**src/rtl/compar_minmax_seq.sv**
```systemverilog
// compar_minmax_seq: accepts bursts of 3-bit samples and tracks the running
// maximum/minimum (with first-occurrence positions) using a time-multiplexed
// compar3bit comparator. One result per burst is presented over valid/ready.
//
// Optional build macro COMPAR_SEQ_DUAL_EN: adds a second comparator so the
// max and min updates happen in the same cycle (CMP_MIN state unused).
//
// Handshake semantics (both ports): a transfer happens on a rising clk edge
// where valid && ready are both high; valid-side payload only needs to be
// correct in that cycle, and ready never depends combinationally on valid.

module compar3bit (
  input  logic [2:0] a,
  input  logic [2:0] b,
  output logic       y1,
  output logic       y2,
  output logic       y3
);
  assign y1 = (a > b);
  assign y2 = (a == b);
  assign y3 = (a < b);
endmodule

module compar_minmax_seq #(
  parameter int DEPTH = 8,
  parameter int IW    = $clog2(DEPTH),
  parameter int CW    = $clog2(DEPTH + 1)
) (
  input  logic          clk,
  input  logic          rst,
  input  logic          in_valid,
  output logic          in_ready,
  input  logic [2:0]    in_data,
  input  logic          in_last,
  output logic          out_valid,
  input  logic          out_ready,
  output logic [2:0]    max_val,
  output logic [2:0]    min_val,
  output logic [IW-1:0] max_idx,
  output logic [IW-1:0] min_idx,
  output logic [CW-1:0] count,
  output logic          eq_all,
  output logic          ovf,
  output logic [1:0]    dbg_state_o
);

  typedef enum logic [1:0] {
    ACCEPT  = 2'd0,
    CMP_MAX = 2'd1,
    CMP_MIN = 2'd2,
    DONE    = 2'd3
  } state_t;

  localparam logic [CW-1:0] DEPTH_C = CW'(DEPTH);

  state_t        state_q, state_d;
  logic [2:0]    max_q, max_d;
  logic [2:0]    min_q, min_d;
  logic [IW-1:0] max_idx_q, max_idx_d;
  logic [IW-1:0] min_idx_q, min_idx_d;
  logic [CW-1:0] count_q, count_d;
  logic          ovf_q, ovf_d;
  logic [2:0]    hold_val_q, hold_val_d;
  logic [IW-1:0] hold_idx_q, hold_idx_d;
  logic          hold_last_q, hold_last_d;

  logic          accept;
  logic          burst_end;
  logic [2:0]    cmp_b;
  logic          cmp_gt, cmp_eq, cmp_lt;
  logic          unused_cmp;

  assign accept    = (state_q == ACCEPT) && in_valid;
  // Burst closes on the held sample's last flag or when DEPTH samples are in.
  assign burst_end = hold_last_q || (count_q == DEPTH_C);

  // Shared comparator: the held sample against max in CMP_MAX, min in CMP_MIN.
  assign cmp_b = (state_q == CMP_MIN) ? min_q : max_q;

  compar3bit u_cmp (
    .a  (hold_val_q),
    .b  (cmp_b),
    .y1 (cmp_gt),
    .y2 (cmp_eq),
    .y3 (cmp_lt)
  );

`ifdef COMPAR_SEQ_DUAL_EN
  logic cmp2_gt, cmp2_eq, cmp2_lt;

  compar3bit u_cmp_min (
    .a  (hold_val_q),
    .b  (min_q),
    .y1 (cmp2_gt),
    .y2 (cmp2_eq),
    .y3 (cmp2_lt)
  );

  // Equality outputs are not needed: on a tie the tracker simply holds.
  assign unused_cmp = cmp_eq ^ cmp2_eq ^ cmp2_gt;
`else
  // Equality output is not needed: on a tie the tracker simply holds.
  assign unused_cmp = cmp_eq;
`endif

  // State register.
  always_ff @(posedge clk) begin
    if (rst) state_q <= ACCEPT;
    else     state_q <= state_d;
  end

  // Next-state logic.
  always_comb begin
    state_d = state_q;
    case (state_q)
      ACCEPT: begin
        if (accept) begin
          if (count_q == '0) state_d = in_last ? DONE : ACCEPT;
          else               state_d = CMP_MAX;
        end
      end
`ifdef COMPAR_SEQ_DUAL_EN
      CMP_MAX: state_d = burst_end ? DONE : ACCEPT;
`else
      CMP_MAX: state_d = CMP_MIN;
      CMP_MIN: state_d = burst_end ? DONE : ACCEPT;
`endif
      DONE:    if (out_ready) state_d = ACCEPT;
      default: state_d = ACCEPT;
    endcase
  end

  // Output decode from state.
  always_comb begin
    in_ready    = (state_q == ACCEPT);
    out_valid   = (state_q == DONE);
    dbg_state_o = state_q;
  end

  // Datapath next-state: trackers, burst counter, hold register, overflow flag.
  always_comb begin
    max_d       = max_q;
    min_d       = min_q;
    max_idx_d   = max_idx_q;
    min_idx_d   = min_idx_q;
    count_d     = count_q;
    ovf_d       = ovf_q;
    hold_val_d  = hold_val_q;
    hold_idx_d  = hold_idx_q;
    hold_last_d = hold_last_q;
    case (state_q)
      ACCEPT: begin
        if (accept) begin
          if (count_q == '0) begin
            // First sample seeds both trackers directly.
            max_d     = in_data;
            min_d     = in_data;
            max_idx_d = '0;
            min_idx_d = '0;
            count_d   = CW'(1);
          end else begin
            hold_val_d  = in_data;
            hold_idx_d  = count_q[IW-1:0];
            hold_last_d = in_last;
            count_d     = count_q + CW'(1);
          end
        end
      end
      CMP_MAX: begin
        if (cmp_gt) begin
          max_d     = hold_val_q;
          max_idx_d = hold_idx_q;
        end
`ifdef COMPAR_SEQ_DUAL_EN
        if (cmp2_lt) begin
          min_d     = hold_val_q;
          min_idx_d = hold_idx_q;
        end
        if (burst_end && !hold_last_q) ovf_d = 1'b1;
`endif
      end
      CMP_MIN: begin
        if (cmp_lt) begin
          min_d     = hold_val_q;
          min_idx_d = hold_idx_q;
        end
        if (burst_end && !hold_last_q) ovf_d = 1'b1;
      end
      DONE: begin
        if (out_ready) begin
          max_d       = '0;
          min_d       = '0;
          max_idx_d   = '0;
          min_idx_d   = '0;
          count_d     = '0;
          ovf_d       = 1'b0;
          hold_val_d  = '0;
          hold_idx_d  = '0;
          hold_last_d = 1'b0;
        end
      end
      default: ;
    endcase
  end

  // Datapath registers.
  always_ff @(posedge clk) begin
    if (rst) begin
      max_q       <= '0;
      min_q       <= '0;
      max_idx_q   <= '0;
      min_idx_q   <= '0;
      count_q     <= '0;
      ovf_q       <= 1'b0;
      hold_val_q  <= '0;
      hold_idx_q  <= '0;
      hold_last_q <= 1'b0;
    end else begin
      max_q       <= max_d;
      min_q       <= min_d;
      max_idx_q   <= max_idx_d;
      min_idx_q   <= min_idx_d;
      count_q     <= count_d;
      ovf_q       <= ovf_d;
      hold_val_q  <= hold_val_d;
      hold_idx_q  <= hold_idx_d;
      hold_last_q <= hold_last_d;
    end
  end

  assign max_val = max_q;
  assign min_val = min_q;
  assign max_idx = max_idx_q;
  assign min_idx = min_idx_q;
  assign count   = count_q;
  assign ovf     = ovf_q;
  // Gated by count so an empty (reset/cleared) tracker does not read as equal.
  assign eq_all  = (count_q != '0) && (max_q == min_q);

endmodule

```
**config.mk**
```make
export PLATFORM = sky130hd
export DESIGN_NAME = compar_minmax_seq
export DESIGN_NICKNAME = d
export VERILOG_FILES = /design/src/rtl/compar_minmax_seq.sv
export SDC_FILE = /design/constraint.sdc
export NUM_CORES = 1
export LEC_CHECK = 0
export ABC_CLOCK_PERIOD_IN_PS = 6300
export CORE_UTILIZATION = 55
export CTS_CLUSTER_SIZE = 25
export DETAILED_ROUTE_END_ITERATION = 7
export DONT_BUFFER_PORTS = 1
export GPL_TIMING_DRIVEN = 0
export PLACE_DENSITY = 0.73
export SYNTH_ARGS = -nofsm -noshare
export SYNTH_HDL_FRONTEND = slang
export SYNTH_HIERARCHICAL = 1
export SYNTH_SLANG_ARGS = --single-unit
```
**constraint.sdc**
```tcl
create_clock -name clk -period 6.3 [get_ports clk]
set_input_delay 1.89 -clock clk [delete_from_list [all_inputs] [get_ports clk]]
set_output_delay 1.89 -clock clk [all_outputs]
set_load 0.01 [all_outputs]
```
* Word-level counts from Yosys, hierarchy flattened
Cells that the tools add are included.
** Storage, ports and cells
- Flip-flop bits (word level) :: 26
- Input bits :: 8
- Output and inout port bits :: 22
- Word-level logic and storage cells :: 79
** Operators by class
- Add/subtract/negate cells :: 1
- Order comparisons :: 2
- Eq/ne operators :: 12
- Multiplexer cells :: 36
- Reductions and logical operators :: 18
** Operators with widths (count)
- $mux W3 :: 14
- $pmux W3 S3 :: 4
- $mux W4 :: 3
- $pmux W3 S2 :: 2
- $mux W2 :: 5
- $reduce_and A5 Y1 :: 2
- $ne A2 B1 Y1 const B :: 4
- $pmux W2 S4 :: 1
- $pmux W4 S2 :: 1
- $ne A2 B2 Y1 const B :: 3
- $reduce_and A3 Y1 :: 2
- $reduce_bool A3 Y1 :: 2
- $add A4 B1 Y4 const B :: 1
- $eq A2 B2 Y1 const B :: 2
- $eq A4 B4 Y1 const B :: 1
- $logic_not A4 Y1 :: 1
- $mux W1 :: 4
- $pmux W1 S2 :: 2
- $reduce_and A4 Y1 :: 1
- $reduce_bool A2 Y1 :: 2
- $reduce_bool A4 Y1 :: 1
- $eq A3 B3 Y1 :: 1
- $gt A3 B3 Y1 :: 1
- $logic_and A1 B1 Y1 :: 3
- other kinds (6) :: 6

* Depth between registers and ports, before layout
- Word-level depth :: 5
- Gate-level depth with buffers :: 14
- Gate-level depth less buffers :: 11

* Hierarchy
Netlist, hierarchy kept.
** By module, submodules not included
- compar_minmax_seq :: times used 1, cells an instance 184, area each 1462.7 um^2, seq. area each 520.5 um^2
- compar3bit :: times used 1, cells an instance 11, area each 83.8 um^2, seq. area each 0.0 um^2

* Worst setup path before layout
Ideal clock, no wire load.
- Path kind :: reg2out
- Start point :: register count_q[0], in the netlist count[0]
- End point :: output port eq_all
- Arrival :: 1334 ps
- Required time :: 4410 ps
- Path slack :: 3076 ps
- Cell stages (with the launch flop) :: 5
- Path buffers :: 0
- Cell sequence :: dfxtp_1 -> inv_1 -> ha_1 -> nor3b_1 -> nor4_1
** Between the ends
- Longest elaborated chain between the ends :: 2
** Ends and longest elaborated chain
- from (decl) :: RTL line 61 : logic [CW-1:0] count_q, count_d;
- from (signal assigned) :: RTL line 223 : count_q <= count_d;
- $reduce_bool A4 Y1 :: RTL line 238 : assign eq_all = (count_q != '0) && (max_q == min_q);
- $logic_and A1 B1 Y1 :: RTL line 238
- to (decl) :: RTL line 42 : output logic eq_all,
No other way between the ends.

* Worst setup path after layout
Same ends and word-level chain as after synthesis.

==> results by stage <==
Floorplan:
- The floorplan die area is 3030 µm².
- The initial core utilization is 60.2%.
- From left edge to right edge, the die measures 55.0 µm.
- In this run the vertical extent of the chip is 55.0 µm.
- The floorplan step defined a core boundary enclosing between 2000 and 3000 µm².
- The standard-cell row count is 18.
- 30 I/O pins were placed.

Setup path:
- The data arrival time of the critical path is 1.90 ns.
- The startpoint class of the critical path is a flop.
- In this design, the largest share of critical-path delay is due to simple AND/OR/NAND/NOR gates.
- The delay of the slowest cell on the worst path is 0.54 ns.
- The worst setup path is captured at a primary output.
- The required time at the endpoint of the critical path is 4.41 ns.
- The worst setup path is of the flop to primary output kind.
- Of all nets on the critical path, the largest fanout is 7.
- Among all stages on the critical path, the largest delay is contributed by sky130_fd_sc_hd__nor4_1.
- The signal on the critical path passes through inv_1 -> ha_1 -> nor3b_1 -> nor4_1.
- The buffering stage count on the worst path with inverters included is 1.

Synth:
- The share of flip-flops with an asynchronous set or reset is 0%.
- Counting instances in the post-synthesis netlist gives the leading cell types as sky130_fd_sc_hd__a21oi_1, sky130_fd_sc_hd__dfxtp_1, sky130_fd_sc_hd__o21ai_0.
- The cell with the most instances after synthesis is sky130_fd_sc_hd__a21oi_1.
- The count of flip-flops with a built-in enable after synthesis is 0.
- The number of nets handed over by synthesis was 212.
- The sequential area share after synthesis is 33.7%.
- The largest area contributor in the netlist is sky130_fd_sc_hd__dfxtp_1.
- The average instance in the mapped netlist occupies a little under 8 µm².
- After synthesis, the largest area contributor takes up 33.7% of total cell area.
- Synthesis produced ~200 cells.
- In the post-synthesis netlist, the biggest area contributors are sky130_fd_sc_hd__dfxtp_1, sky130_fd_sc_hd__a21oi_1, sky130_fd_sc_hd__o21ai_0.
- Counting flops and latches in the post-synthesis netlist gives 26.
- The count of unique library cells instantiated by Yosys is 33.
- Summing every instance area after synthesis gives 1550 µm².
- During synthesis, Yosys emitted a total of 6 warnings.
- For this run, the leading register cell type out of synthesis is sky130_fd_sc_hd__dfxtp_1.

Clock tree:
- Counting along the longest clock path gives a buffer depth of 2.
- The clock transition at the registers of the reported paths is between 0.1 and 0.15 ns.
- In this run the post-CTS setup repair buffer count came out at 0.
- The number of gates given a new drive strength after cts is 0.
- The source-to-sink clock delay at the later pin of the worst-skew pair is roughly 0.32 ns.
- TritonCTS built the clock tree.
- TritonCTS created 3 clock buffers.
- For this design, the CTS-stage hold fixing added 0 buffers.
- The master cell of the clock root buffer is sky130_fd_sc_hd__clkbuf_4.
- In this run the number of H-tree levels came out at 1.
- The number of sinks on the clock net is 26.

Routing:
- The number of DRC violations after detailed routing is 0.
- In the final routed layout, each cell accounts on average for 15.1 µm.
- The violation count after the first detailed-route iteration is 48.
- The iteration count of the initial detailed-routing pass is 4.
- Across all layers, the routed design uses 1403 vias.
- Dividing the detail-routed via count by the number of cells gives 6.13.
- The remaining antenna violation count is 0.
- The aggregate routed wire length is 3460 µm.

Placement:
- At the end of routability-driven placement, the weighted congestion stood at 0.818.
- The post-placement setup slack is around 2.9 ns.
- After legalization and detailed placement, the total HPWL measured 2620 µm.
- The number of placed instances with taps included is 225.
- The count of input and output buffers is 0.

Timing:
- On the final layout, the worst clock skew is 0.00513 ns.
- Counting I/O delays and the setup requirement, the final critical path takes ~3.8 ns.
- Across all setup checks in the final design, the least slack found is 2.51 ns.
- The hold violation count in the final report is 0.
- The highest clock frequency the design can meet is 264 MHz.
- The max-slew headroom at the worst pin is 55.0%.
- At the pin with the least slew margin, the transition time is 0.673 ns.
- After layout, the worst path uses 60.1% of the clock period.
- Setup violations remaining at the end of the flow were counted as 0.
- Setup repair after global routing left no endpoint under its margin.
- For the final routed database, the setup TNS stands at 0 ns.
- The number of max-slew violations in the final report is 0.

Global routing:
- The initial antenna violation count is 0.
- The number of global-route vias before repair is 1245.
- The largest net degree at the start of global routing is 15.
- The sum of overflow across all layers after global routing is 0.
- Global routing used 25.6% of the available tracks.
- The first-pass GRT wire length is 5520 µm.

Cells and area:
- Once layout is complete, the cells apart from fillers number 229.
- The final core area utilization is 63.1%.
- The fraction of final layout cells sized beyond drive strength 1 is 5.53%.
- Compared with the post-synthesis result, the final layout area differs by 4.77%.
- 0 antenna diodes ended up in the layout.
- At the end of the flow, the number of nets in the layout was roughly 220.

Power and ir drop:
- In this run the power density over the cells is 443 nW/µm².
- IR analysis of the VDD net gives a maximum drop of 0.000350 V.
- In this run, the clock network consumes 11.7% of the power.
- The analysis attributes to net switching a power of roughly 330 µW.
- For this design the static power due to leakage is about 0.57 nW.
- The sequential share of power is 34.6%.
- The share of total power in combinational logic is 53.7%.
- The fraction of power spent switching nets is 46.4%.
- The internal portion of the total power is just under 400 µW.

Job:
- Across the run, the number of max-cap violations was 0.

Min path:
- The class of the worst hold path is flop to flop.

Run status:
- The flow ran to the end, and the final reports show no timing, DRC or antenna violations.
[state kept, by name, indices dropped and copies added, names as in the netlist]
register     count
hold_last_q      1
dbg_state_o      2
hold_idx_q       3
min_val          3
hold_val_q       3
min_idx          3
count            4
max_idx          3
max_val          3
ovf              1
[metrics by stage]
stage	hold slack [ns]	total power, mW	cell area, µm²
after global routing	0.540	0.783	1620
final	0.515	0.717	1620
after global placement	0.487	0.622	1580
after floorplan	0.463	0.543	1550
after detailed placement	0.497	0.632	1580
after CTS	0.515	0.717	1620
[routing by layer]
| layer | global-route usage (%) | vias to the layer above | wire length (µm) |
|---|---|---|---|
| li1 | - | 706 | - |
| met1 | 35.2 | 652 | 1590 |
| met2 | 40.6 | 40 | 1620 |
| met3 | 3.83 | 5 | 215 |
| met4 | 8.75 | 0 | 36 |
| met5 | 0 | - | 0 |
[power groups by stage]
stage	clock network, mW	registers [mW]	logic, mW
final	0.0840	0.248	0.385
after global routing	0.0937	0.255	0.435
after CTS	0.0870	0.248	0.382
after detailed placement	0	0.252	0.381
after global placement	0	0.251	0.371
after floorplan	0	0.241	0.302
[worst min-delay path, delay by kind of cell, from the launching register on]
kind / cells / cell delay (ns)
DFF: 1 / 0.35
AOI/OAI and AO/OA: 2 / 0.14
[cell families (layout without fill, tap and decap cells)]
group	Yosys count	in the layout	synth area share, %
compound gates	67	67	23.1
xor+xnor	3	3	1.70
fa+ha+maj	9	9	7.28
buf+inv	27	31	7.60
flops	26	26	33.7
mux	4	4	2.83
simple gates	59	59	23.8
[area by class of cell]
type	instances	area, µm²
flip-flops and latches	26	520
multi-input cells	142	908
clock buffers	4	36.3
fillers	258	947
plain buffers	17	80.1
inverters	10	37.5
well taps	30	37.5
[path summary, 6_finish.rpt]
| path | start | endpoint | slack, ns | cells after the start |
|---|---|---|---|---|
| worst max-delay path | count[0]$_SDFFE_PP0P_ | eq_all | 2.51 | 4 |
| worst min-delay path | hold_idx_q[0]$_SDFFE_PP0P_ | hold_idx_q[0]$_SDFFE_PP0P_ | 0.51 | 2 |
| worst min register to register | hold_idx_q[0]$_SDFFE_PP0P_ | hold_idx_q[0]$_SDFFE_PP0P_ | 0.51 | 2 |
| worst max register to register | dbg_state_o[1]$_SDFFE_PP0P_ | max_idx[1]$_SDFFE_PP0P_ | 2.85 | 13 |
[cell usage in the layout (no fill, tap or decap), types with 2 or more instances in the layout]
cell type                  synthesis  routed
sky130_fd_sc_hd__buf_6             2       2
sky130_fd_sc_hd__inv_1            10      10
sky130_fd_sc_hd__nor2b_1           2       2
sky130_fd_sc_hd__a21oi_1          35      35
sky130_fd_sc_hd__o21ai_0          23      23
sky130_fd_sc_hd__nor3b_1           8       8
sky130_fd_sc_hd__nand2_1           8       8
sky130_fd_sc_hd__nand3_1           2       2
sky130_fd_sc_hd__xor2_1            3       3
sky130_fd_sc_hd__clkbuf_1         13      13
sky130_fd_sc_hd__a211oi_1          2       2
sky130_fd_sc_hd__or3_1            14      14
sky130_fd_sc_hd__dfxtp_1          26      26
sky130_fd_sc_hd__nand3b_1          3       3
sky130_fd_sc_hd__or4b_1            4       4
sky130_fd_sc_hd__clkbuf_4          0       3
sky130_fd_sc_hd__and2_1            2       2
sky130_fd_sc_hd__or4_1             2       2
sky130_fd_sc_hd__nor2_1            9       9
sky130_fd_sc_hd__a31oi_1           2       2
sky130_fd_sc_hd__mux2_2            3       3
sky130_fd_sc_hd__ha_1              9       9
sky130_fd_sc_hd__nand4b_1          2       2
Note: power is estimated with default switching activity, not from simulation.
